$ cat config.mk
export PLATFORM = sky130hd
export DESIGN_NAME = mem_access_stage
export DESIGN_NICKNAME = d
export VERILOG_FILES = /design/src/rtl/cpu_pkg.sv /design/src/rtl/load_format.sv /design/src/rtl/mem_access_stage.sv
export SDC_FILE = /design/constraint.sdc
export NUM_CORES = 1
export LEC_CHECK = 0
export ABC_AREA = 1
export ABC_CLOCK_PERIOD_IN_PS = 6400
export CAP_MARGIN = 20
export CORE_ASPECT_RATIO = 1.2
export CORE_MARGIN = 3
export CORE_UTILIZATION = 50
export DETAILED_ROUTE_END_ITERATION = 6
export HOLD_SLACK_MARGIN = 0.1
export PLACE_DENSITY = 0.91
export SKIP_LAST_GASP = 1
export SYNTH_ARGS = -nofsm -noshare
export SYNTH_HDL_FRONTEND = slang
export SYNTH_SLANG_ARGS = --single-unit
$ cat constraint.sdc
create_clock -name clk -period 6.4 [get_ports clk]
set_input_delay 1.6 -clock clk [delete_from_list [all_inputs] [get_ports clk]]
set_output_delay 1.6 -clock clk [all_outputs]
set_load 0.02 [all_outputs]
$ cat src/rtl/cpu_pkg.sv
// Shared definitions for the RV32I pipeline: widths, load/store funct3 codes, MEM-stage states.
package cpu_pkg;

  localparam int XLEN = 32;

  localparam logic [2:0] F3_B  = 3'b000;
  localparam logic [2:0] F3_H  = 3'b001;
  localparam logic [2:0] F3_W  = 3'b010;
  localparam logic [2:0] F3_BU = 3'b100;
  localparam logic [2:0] F3_HU = 3'b101;

  typedef enum logic {
    IDLE   = 1'b0,
    ACCESS = 1'b1
  } mem_state_t;

  // True when funct3 names a real access of this direction and the address is naturally aligned.
  function automatic logic access_legal(input logic is_store, input logic [2:0] f3,
                                        input logic [1:0] addr_lo);
    case (f3)
      F3_B:    access_legal = 1'b1;
      F3_H:    access_legal = !addr_lo[0];
      F3_W:    access_legal = (addr_lo == 2'b00);
      F3_BU:   access_legal = !is_store;
      F3_HU:   access_legal = !is_store && !addr_lo[0];
      default: access_legal = 1'b0;
    endcase
  endfunction

endpackage

$ cat src/rtl/load_format.sv
// Load data formatting: pick the addressed byte/half lane and sign- or zero-extend it.
module load_format
  import cpu_pkg::*;
(
  input  logic [XLEN-1:0] rdata,
  input  logic [1:0]      addr_lo,
  input  logic [2:0]      funct3,
  output logic [XLEN-1:0] data
);

  logic [XLEN-1:0] lane;

  assign lane = rdata >> {addr_lo, 3'b000};

  always_comb begin
    data = rdata;
    case (funct3)
      F3_B:    data = {{24{lane[7]}}, lane[7:0]};
      F3_H:    data = {{16{lane[15]}}, lane[15:0]};
      F3_BU:   data = {24'b0, lane[7:0]};
      F3_HU:   data = {16'b0, lane[15:0]};
      default: data = rdata;
    endcase
  end

endmodule

$ cat src/rtl/mem_access_stage.sv
// RV32I MEM stage: handshaked data-memory access, load formatting and registered write-back record.
//   state  | meaning
//   IDLE   | accepting entries; non-memory and faulting entries retire in one cycle
//   ACCESS | dmem_req held with stable address/data until dmem_ack
module mem_access_stage
  import cpu_pkg::*;
(
  input  logic            clk,
  input  logic            rst,
  input  logic            ex_valid,
  output logic            ex_ready,
  input  logic [XLEN-1:0] ex_alu_out,
  input  logic [XLEN-1:0] ex_store_data,
  input  logic [4:0]      ex_rd,
  input  logic            ex_reg_write,
  input  logic            ex_mem_read,
  input  logic            ex_mem_write,
  input  logic [2:0]      ex_funct3,
  output logic            dmem_req,
  output logic            dmem_wen,
  output logic [XLEN-1:0] dmem_addr,
  output logic [3:0]      dmem_be,
  output logic [XLEN-1:0] dmem_wdata,
  input  logic [XLEN-1:0] dmem_rdata,
  input  logic            dmem_ack,
  output logic            wb_valid,
  output logic            wb_reg_write,
  output logic [4:0]      wb_rd,
  output logic [XLEN-1:0] wb_data,
  output logic            mem_fault
);

  mem_state_t state, state_next;

  logic            xfer, is_mem, legal;
  logic [3:0]      st_be;
  logic [XLEN-1:0] st_wdata;
  logic [XLEN-1:0] acc_alu;
  logic [2:0]      acc_f3;
  logic [4:0]      acc_rd;
  logic            acc_rw, acc_load;
  logic [XLEN-1:0] load_data;

  assign ex_ready = (state == IDLE);
  assign xfer     = ex_valid && ex_ready;
  assign is_mem   = ex_mem_read || ex_mem_write;
  assign legal    = access_legal(ex_mem_write, ex_funct3, ex_alu_out[1:0]);

  always_ff @(posedge clk or posedge rst) begin
    if (rst) state <= IDLE;
    else     state <= state_next;
  end

  always_comb begin
    state_next = state;
    case (state)
      IDLE:    if (xfer && is_mem && legal) state_next = ACCESS;
      ACCESS:  if (dmem_ack) state_next = IDLE;
      default: state_next = IDLE;
    endcase
  end

  // Reads always enable all four lanes; stores replicate the datum across the word.
  always_comb begin
    st_be    = 4'b1111;
    st_wdata = ex_store_data;
    if (ex_mem_write) begin
      case (ex_funct3)
        F3_B: begin
          st_be    = 4'b0001 << ex_alu_out[1:0];
          st_wdata = {4{ex_store_data[7:0]}};
        end
        F3_H: begin
          st_be    = ex_alu_out[1] ? 4'b1100 : 4'b0011;
          st_wdata = {2{ex_store_data[15:0]}};
        end
        default: ;
      endcase
    end
  end

  load_format u_load_format (
    .rdata   (dmem_rdata),
    .addr_lo (acc_alu[1:0]),
    .funct3  (acc_f3),
    .data    (load_data)
  );

  always_ff @(posedge clk or posedge rst) begin
    if (rst) begin
      dmem_req     <= 1'b0;
      dmem_wen     <= 1'b0;
      dmem_addr    <= '0;
      dmem_be      <= '0;
      dmem_wdata   <= '0;
      wb_valid     <= 1'b0;
      wb_reg_write <= 1'b0;
      wb_rd        <= '0;
      wb_data      <= '0;
      mem_fault    <= 1'b0;
      acc_alu      <= '0;
      acc_f3       <= '0;
      acc_rd       <= '0;
      acc_rw       <= 1'b0;
      acc_load     <= 1'b0;
    end else begin
      wb_valid  <= 1'b0;
      mem_fault <= 1'b0;
      case (state)
        IDLE: begin
          if (xfer) begin
            if (is_mem && legal) begin
              dmem_req   <= 1'b1;
              dmem_wen   <= ex_mem_write;
              dmem_addr  <= {ex_alu_out[XLEN-1:2], 2'b00};
              dmem_be    <= st_be;
              dmem_wdata <= st_wdata;
              acc_alu    <= ex_alu_out;
              acc_f3     <= ex_funct3;
              acc_rd     <= ex_rd;
              acc_rw     <= ex_mem_read && ex_reg_write && (ex_rd != 5'd0);
              acc_load   <= ex_mem_read;
            end else begin
              // Faulting accesses never touch memory and never write rd.
              wb_valid     <= 1'b1;
              wb_reg_write <= !is_mem && ex_reg_write && (ex_rd != 5'd0);
              wb_rd        <= ex_rd;
              wb_data      <= ex_alu_out;
              mem_fault    <= is_mem;
            end
          end
        end
        ACCESS: begin
          if (dmem_ack) begin
            dmem_req     <= 1'b0;
            wb_valid     <= 1'b1;
            wb_reg_write <= acc_rw;
            wb_rd        <= acc_rd;
            wb_data      <= acc_load ? load_data : acc_alu;
          end
        end
        default: ;
      endcase
    end
  end

endmodule

==> impl_metrics.yaml, run 1 <==
status:
  status: "completed"
cts:
  cts_buffers: 17
  cts_max_level: 4
  post_cts_resize_count: 0
  clk_pin_slew_ns: 0.06
  clockBufferDepth: 2
  clockRootBuffer: "clkbuf_16"
  cts_hold_buffers: 0
  postCtsSetupBuffers: 0
  cts.sinks: 121
  cts_tree: "done"
  clock_latency_ns: 0.42
critical_path:
  critPathMaxFanout: 64
  r2r-start: "state"
  setup.worst_path.start_class: "register"
  crit_arrival_ns: 2.65
  r2r_cells: 8
  critPathKind: "register to output pin"
  timing.rr.end: "dmem_wdata[31]"
  critPathCaptureType: "output pin"
  r2r_slack_ns: 2.60
  worstPathRequired_ns: 4.80
  crit_chain: "inv_2 -> clkdlybuf4s50_1"
  cp_slowest_cell: "inv_2"
  max_stage_delay_ns: 0.86
timing:
  worst_clock_skew_ns: 0.0112
  relSlewSlack: 0.295
  timing.final.ws_setup_ns: 2.15
  drv_slew: 0
  rsz0062_at_grt: "false"
  hold_violations: 0
  setup_violations: 0
  min_period_over_period: 0.664
  worstMarginPinSlew_ns: 1.06
  fin_hold_ws_ns: 0.490
  finalSetupTns_ns: 0
  min_period_ns: 4.25
  fmax_mhz: 235
routing:
  drcViolationCount: 0
  first_pass_iters: 5
  finalWirelength_um: 21700
  wire_per_inst_um: 16.9
  num_vias: 7070
  ant_nets: 0
  drtIter0Drc: 652
  viasPerCell: 5.48
logic_synthesis:
  synth_adder_area_share: 0
  synth_area_leaders: "dfrtp_1, nand2_1, nand3_1"
  syn_avg_cell_area_um2: 7.13
  synth_top_family_by_area: "simple AND/OR/NAND/NOR gates"
  synth_compound_area_frac: 0.123
  yosysSeqAreaShare: 0.445
  yosys.cell_types.count: 26
  synth_top_area_cell: "dfrtp_1"
  synth.top_cell.area_share: 0.445
  ys_ff_latch: 121
  netlist_area_um2: 6800
  synth-simple-area-share: 0.306
  synthCells: 954
  synth_xor_area_frac: 0
  synth_mux_area_frac: 0
  ys_warn_count: 0
finish:
  post-route-cell-area_um2: 9280
  instances_no_fill: 1290
  drive_gt1_frac: 0.0526
  nNetsFinal: 1220
  final_common_cell: "nand2_1"
  n_antenna_cell: 0
  final_util: 0.701
  final_cell_mix: "nand2_1, clkdlybuf4s50_1, dfrtp_1"
  fillCellCount: 1089
  area_delta_synth_final_pct: 36.4
global_routing:
  grt_pass1_vias: 6738
  grt_max_degree: 87
  grt_first_pass_wirelength_um: 33900
  overflow: 0
  antenna_found_initial: 0
  grt.total_usage: 0.285
placed_design:
  dpl-instance-area_um2: 8680
  routabilityCongestion: 0.931
  dp_slack_ns: 1.86
  hpwl_um: 15100
  io_buffers: 219
  placed_cells: 1258
hold_path:
  holdPathEnd: "acc_rd[4]"
  min_path_type: "register to register"
  min_from: "acc_rd[4]"
  holdPathStages: 2
die:
  rows: 46
  die_h_um: 134
  dieWidth_um: 112
  die-area_um2: 15000
  core-area_um2: 13200
  start_util: 0.514
  ios: 222
flow_run:
  cap_violations: 0
power:
  power.total_mw: 3.55
  p_leak_nw: 4.48
  peakVddDrop_mv: 0.236
  power_density_nw_per_um2: 383
-- kinds of logic after synthesis --
family / count (synthesis)
AO/OA/AOI/OAI: 166
buffers and inverters: 166
flip-flops: 121
other: 1
AND/OR/NAND/NOR: 500
-- flip-flops by register name (all words and copies together), names as in the netlist --
signal,flops
acc_f3,3
acc_alu,32
mem_fault,1
acc_rd,5
wb_reg_write,1
dmem_wdata,32
acc_load,1
wb_rd,5
acc_rw,1
dmem_be,4
wb_valid,1
wb_data,32
dmem_req,1
dmem_wen,1
state,1
-- critical path: cells and delay by family (launching register included) --
family | cells | cell delay (ns)
flip-flops | 1 | 0.58
buffers and inverters | 2 | 1.65
-- cell type report --
type / instances / area (um^2) / share of cell area
clock buffer: 18 / 429 / 0.0463
clock inverter: 14 / 164 / 0.0177
inverter: 78 / 295 / 0.0318
multi-input combinational: 668 / 2930 / 0.316
sequential: 121 / 3030 / 0.326
tap: 168 / 210 / 0.0227
timing repair buffer: 223 / 2220 / 0.240
-- per-layer routing --
layer | vias to the layer above | wire length, um | GRT usage
li1 | 3322 | - | -
met1 | 3291 | 8290 | 0.334
met2 | 397 | 10400 | 0.478
met3 | 60 | 2090 | 0.0759
met4 | 0 | 937 | 0.145
met5 | - | 0 | 0
-- cells in the mapped netlist --
library cell,instances
a21o_1,1
a21oi_1,81
buf_2,21
buf_4,39
buf_6,7
clkbuf_1,20
clkbuf_2,1
clkinv_1,1
conb_1,1
dfrtp_1,121
inv_1,68
inv_2,9
nand2_1,356
nand2_2,5
nand2_4,2
nand3_1,102
nand3_2,2
nand4_1,1
nor2_1,23
nor2_2,2
nor2_4,2
nor3_1,4
nor3_4,1
o21ai_0,42
o21ai_1,41
o21bai_1,1
-- worst max-delay path by stage --
| stage | from | end | slack, ns |
|---|---|---|---|
| floorplan | rst | acc_alu[0] | 1.59 |
| global placement | ex_funct3[2] | dmem_wdata[15] | 1.95 |
| detailed placement | ex_funct3[2] | dmem_wdata[15] | 1.86 |
| CTS | state | ex_ready | 2.17 |
| global route | ex_funct3[2] | dmem_wdata[31] | 1.96 |
| finish | state | ex_ready | 2.15 |
-- where the power goes --
part	total, mW	leakage (nW)	switching, mW	internal [mW]
sequential	1.17	1.49	0.187	0.983
combinational	1.42	2.71	0.809	0.606
clock	0.969	0.286	0.385	0.584
(Power assumes the default switching activity.)
==> run 2, diff against run 1 <==
--- a/config.mk
+++ b/config.mk
@@ -6,14 +6,14 @@
 export NUM_CORES = 1
 export LEC_CHECK = 0
 export ABC_AREA = 1
-export ABC_CLOCK_PERIOD_IN_PS = 6400
+export ABC_CLOCK_PERIOD_IN_PS = 3400
 export CAP_MARGIN = 20
 export CORE_ASPECT_RATIO = 1.2
 export CORE_MARGIN = 3
-export CORE_UTILIZATION = 50
+export CORE_UTILIZATION = 42
 export DETAILED_ROUTE_END_ITERATION = 6
 export HOLD_SLACK_MARGIN = 0.1
-export PLACE_DENSITY = 0.91
+export PLACE_DENSITY = 0.82
 export SKIP_LAST_GASP = 1
 export SYNTH_ARGS = -nofsm -noshare
 export SYNTH_HDL_FRONTEND = slang
==> constraint.sdc (replaced) <==
create_clock -name clk -period 3.4 [get_ports clk]
set_input_delay 0.85 -clock clk [delete_from_list [all_inputs] [get_ports clk]]
set_output_delay 0.85 -clock clk [all_outputs]
set_load 0.02 [all_outputs]
==> run 2 against run 1 <==
Against the previous run:
- sequential power rose by 84%
- critical path type unchanged
- sequential share of layout area down 0.65 points
- clock power increased by 83%
- final cell count increased by 4.1%
- global-route usage decreased by 3.3 points
- largest power group unchanged
- critical endpoint unchanged
- non-clock buffer count up 14
- combinational power increased by 94%
==> impl_metrics.yaml, run 2 (synthesis results as in run 1) <==
cts:
  cts_hold_buffers: 0
  clock_latency_ns: 0.41
  cts_buffers: 17
  cts_tree: "done"
  clockBufferDepth: 2
  postCtsSetupBuffers: 0
  clockRootBuffer: "clkbuf_16"
  post_cts_resize_count: 0
  clk_pin_slew_ns: 0.06
  cts_max_level: 4
  cts.sinks: 121
timing:
  drv_slew: 0
  min_period_ns: 2.64
  rsz0062_at_grt: "false"
  min_period_over_period: 0.777
  fmax_mhz: 379
  relSlewSlack: 0.469
  worstMarginPinSlew_ns: 0.792
  finalSetupTns_ns: 0
  hold_violations: 0
  setup_violations: 0
  worst_clock_skew_ns: 0.00685
finish:
  final_common_cell: "nand2_1"
  area_delta_synth_final_pct: 39.1
  ff_latch_area_um2: 3030
  fillCellCount: 1460
  post-route-cell-area_um2: 9460
  nNetsFinal: 1234
  n_antenna_cell: 0
  largestRegisters: "acc_alu (32), dmem_wdata (32), wb_data (32)"
  final_cell_mix: "nand2_1, clkdlybuf4s50_1, dfrtp_1"
  multi_input_area_um2: 2930
  drive_gt1_frac: 0.0634
  instances_no_fill: 1343
status:
  status: "completed"
hold_path:
  min_path_type: "register to register"
global_routing:
  grt_first_pass_wirelength_um: 35100
  overflow: 0
  grt_pass1_vias: 6958
  grt_max_degree: 62
  grt.total_usage: 0.251
  antenna_found_initial: 0
routing:
  finalWirelength_um: 22100
  ant_nets: 0
  first_pass_iters: 5
  viasPerCell: 5.18
  wire_per_inst_um: 16.4
  drtIter0Drc: 636
  num_vias: 6962
  drcViolationCount: 0
die:
  rows: 50
  ios: 222
  die_h_um: 145
  core-area_um2: 15800
  dieWidth_um: 122
  start_util: 0.431
  die-area_um2: 17800
power:
  p_leak_nw: 4.55
  power_density_nw_per_um2: 705
  peakVddDrop_mv: 0.374
placed_design:
  placed_cells: 1312
  routabilityCongestion: 0.918
  dpl-instance-area_um2: 8890
  hpwl_um: 15900
  io_buffers: 219
critical_path:
  critPathKind: "register to output pin"
  critPathMaxFanout: 17
  worstPathRequired_ns: 2.55
  setup.worst_path.start_class: "register"
  critPathCaptureType: "output pin"
  crit_arrival_ns: 1.79
flow_run:
  cap_violations: 0
run 2: cell count changes in the layout (fill, tap and decap cells not counted):
cell,before,now
buf_12,0,4
buf_4,4,14
clkinv_2,1,2
clkinvlp_4,2,4
inv_4,1,0
inv_6,4,3
inv_8,2,0
run 2: metal layers:
metal  part of all wire  GRT usage  wire (um)
met5                  0          0          0
met4              0.049      0.136       1090
met1               0.38      0.300       8500
met3               0.10     0.0785       2220
met2               0.47      0.401      10300
run 2: final timing paths:
path | from | end | slack [ns] | cells past startpoint
worst min register to register | dmem_wdata[2] | dmem_wdata[2] | 0.49 | 2
worst max-delay path | state | ex_ready | 0.76 | 2
worst max register to register | acc_load | wb_data[22] | 1.11 | 8
min in group asynchronous | rst | dmem_wdata[9] | 0.89 | 2
max in group asynchronous | rst | acc_alu[4] | 1.81 | 3
worst min-delay path | dmem_wdata[2] | dmem_wdata[2] | 0.49 | 2
run 2: stage by stage:
| step | setup slack, ns | power [mW] | hold slack, ns | utilization |
|---|---|---|---|---|
| 6_report | 0.758 | 6.67 | 0.489 | 0.600 |
| 5_1_grt | 0.643 | 7.06 | 0.506 | 0.600 |
| 4_1_cts | 0.743 | 6.70 | 0.493 | 0.600 |
| 3_5_place_dp | 0.408 | 4.90 | 0.477 | 0.564 |
| 3_3_place_gp | 0.447 | 4.86 | 0.471 | 0.564 |
| 2_1_floorplan | 1.07 | 3.78 | 0.459 | - |
run 2: worst max-delay path: stages, from the launching register on:
cell,delay [ns]
dfrtp_1,0.56
inv_2,0.19
clkdlybuf4s50_1,0.62
run 2: report_power, final:
group | switching [mW] | internal (mW)
clock | 0.693 | 1.08
combinational | 1.57 | 1.18
sequential | 0.296 | 1.85
total | 2.56 | 4.11
run 2: layout make-up:
| cell class | instances | share of cell area |
|---|---|---|
| flip-flops and latches | 121 | 0.320 |
| multi-input cells | 668 | 0.309 |
| repair buffers | 237 | 0.251 |
| clock buffers | 18 | 0.0453 |
| inverters | 78 | 0.0313 |
| well taps | 208 | 0.0275 |
| clock inverters | 13 | 0.0153 |
==> run 3, diff against run 2 <==
--- a/config.mk
+++ b/config.mk
@@ -6,14 +6,14 @@
 export NUM_CORES = 1
 export LEC_CHECK = 0
 export ABC_AREA = 1
-export ABC_CLOCK_PERIOD_IN_PS = 3400
+export ABC_CLOCK_PERIOD_IN_PS = 2500
 export CAP_MARGIN = 20
 export CORE_ASPECT_RATIO = 1.2
 export CORE_MARGIN = 3
-export CORE_UTILIZATION = 42
+export CORE_UTILIZATION = 47
 export DETAILED_ROUTE_END_ITERATION = 6
 export HOLD_SLACK_MARGIN = 0.1
-export PLACE_DENSITY = 0.82
+export PLACE_DENSITY = 0.86
 export SKIP_LAST_GASP = 1
 export SYNTH_ARGS = -nofsm -noshare
 export SYNTH_HDL_FRONTEND = slang
==> constraint.sdc (replaced) <==
create_clock -name clk -period 2.5 [get_ports clk]
set_input_delay 0.625 -clock clk [delete_from_list [all_inputs] [get_ports clk]]
set_output_delay 0.625 -clock clk [all_outputs]
set_load 0.02 [all_outputs]
==> run 3 against run 2 <==
Against the previous run:
- clock power is 36% higher
- global-route usage increased by 2.4 points
- first-iteration DRC count up 0.63%
- setup slack worse by 0.66 ns
- combinational power grew 36%
- non-clock buffer count grew 6
- critical path depth unchanged
- sequential share of layout area barely moved
- clock skew hardly changed
- hold slack got worse by 0.028 ns
- core utilization increased by 7.6 points
- count of clock-buffer cells in the layout grew 2
==> impl_metrics.yaml, run 3 (synthesis results as in run 1) <==
timing:
  fmax_mhz: 417
  rsz0062_at_grt: "false"
  fin_hold_ws_ns: 0.460
  relSlewSlack: 0.583
  worst_clock_skew_ns: 0.00657
  min_period_over_period: 0.959
  hold_violations: 0
  setup_violations: 0
  timing.final.ws_setup_ns: 0.103
  min_period_ns: 2.40
  worstMarginPinSlew_ns: 0.625
  drv_slew: 0
  finalSetupTns_ns: 0
cts:
  postCtsSetupBuffers: 0
  clockBufferDepth: 2
  post_cts_resize_count: 0
  cts_tree: "done"
  clockRootBuffer: "clkbuf_16"
  cts_hold_buffers: 0
  clock_latency_ns: 0.41
  clk_pin_slew_ns: 0.05
  cts_max_level: 4
  cts.sinks: 121
  cts_buffers: 17
power:
  p_leak_nw: 4.58
  peakVddDrop_mv: 0.457
  power_density_nw_per_um2: 960
  p_switching_mw: 3.43
  clkPwrFrac: 0.265
  pwr-share-comb: 0.412
  p_int_mw: 5.65
  p_seq_frac: 0.323
  sw_frac_of_total: 0.378
finish:
  post-route-cell-area_um2: 9470
  nNetsFinal: 1240
  final_common_cell: "nand2_1"
  instances_no_fill: 1312
  largestRegisters: "acc_alu (32), dmem_wdata (32), wb_data (32)"
  fillCellCount: 1167
  area_delta_synth_final_pct: 39.2
  multi_input_area_um2: 2930
  final_cell_mix: "nand2_1, clkdlybuf4s50_1, dfrtp_1"
  drive_gt1_frac: 0.0684
  n_antenna_cell: 0
  ff_latch_area_um2: 3030
routing:
  viasPerCell: 5.35
  first_pass_iters: 5
  wire_per_inst_um: 16.8
  num_vias: 7023
  drtIter0Drc: 640
  ant_nets: 0
  finalWirelength_um: 22000
  drcViolationCount: 0
critical_path:
  max_stage_delay_ns: 0.62
  critPathMaxFanout: 17
  path_buf_inv: 2
  cp_slowest_cell: "clkdlybuf4s50_1"
  r2r_slack_ns: 0.44
  setup.worst_path.start_class: "register"
  critPathKind: "register to output pin"
  r2r_cells: 10
  critPathCaptureType: "output pin"
  worstPathRequired_ns: 1.88
  r2r-start: "acc_alu[1]"
  critPathTopFamily: "buffers and inverters"
  timing.rr.end: "wb_data[23]"
  crit_arrival_ns: 1.77
  crit_chain: "inv_2 -> clkdlybuf4s50_1"
global_routing:
  grt_max_degree: 62
  grt_pass1_vias: 6874
  antenna_found_initial: 0
  grt_first_pass_wirelength_um: 34100
  overflow: 0
  grt.total_usage: 0.275
hold_path:
  min_path_type: "primary input to async pin"
die:
  die_h_um: 138
  die-area_um2: 16000
  start_util: 0.486
  ios: 222
  dieWidth_um: 116
  rows: 47
  core-area_um2: 14000
flow_run:
  cap_violations: 0
placed_design:
  dp_slack_ns: 0.00239
  routabilityCongestion: 0.948
  dpl-instance-area_um2: 8890
  io_buffers: 219
  hpwl_um: 15900
  placed_cells: 1281
status:
  status: "completed"
run 3: power groups by stage:
| stage | Sequential (mW) | Clock [mW] | Combinational [mW] |
|---|---|---|---|
| after floorplan | 3.26 | 0 | 1.88 |
| after global placement | 2.94 | 0 | 3.67 |
| after detailed placement | 2.94 | 0 | 3.73 |
| after CTS | 2.93 | 2.44 | 3.75 |
| after global routing | 3.00 | 2.51 | 4.07 |
| final | 2.93 | 2.41 | 3.75 |
run 3: cell type report:
class,count,share of cell area
flip-flops and latches,121,0.320
multi-input cells,668,0.309
repair buffers,243,0.256
clock buffers,20,0.0482
inverters,78,0.0313
well taps,171,0.0226
clock inverters,11,0.0127
run 3: how the worst max path moves through the flow:
| stage | start | depth (start not counted) | to | slack [ns] |
|---|---|---|---|---|
| 2_1_floorplan | rst | 1 | acc_alu[0] | 0.39 |
| 3_3_place_gp | ex_funct3[1] | 13 | dmem_wdata[15] | 0.08 |
| 3_5_place_dp | ex_funct3[1] | 13 | dmem_wdata[15] | 0.002 |
| 4_1_cts | state | 2 | ex_ready | 0.06 |
| 5_1_grt | state | 2 | ex_ready | 0.005 |
| 6_report | state | 2 | ex_ready | 0.10 |
run 3: metrics by stage:
stage,util,power (mW)
6_report,0.676,9.09
2_1_floorplan,-,5.15
3_5_place_dp,0.635,6.68
4_1_cts,0.676,9.11
5_1_grt,0.676,9.57
3_3_place_gp,0.635,6.60
run 3: routing by layer:
| layer | routed length, um | global-route usage | up-vias |
|---|---|---|---|
| li1 | - | - | 3353 |
| met1 | 8390 | 0.316 | 3250 |
| met2 | 10800 | 0.477 | 376 |
| met3 | 2170 | 0.0852 | 44 |
| met4 | 661 | 0.106 | 0 |
| met5 | 0 | 0 | - |
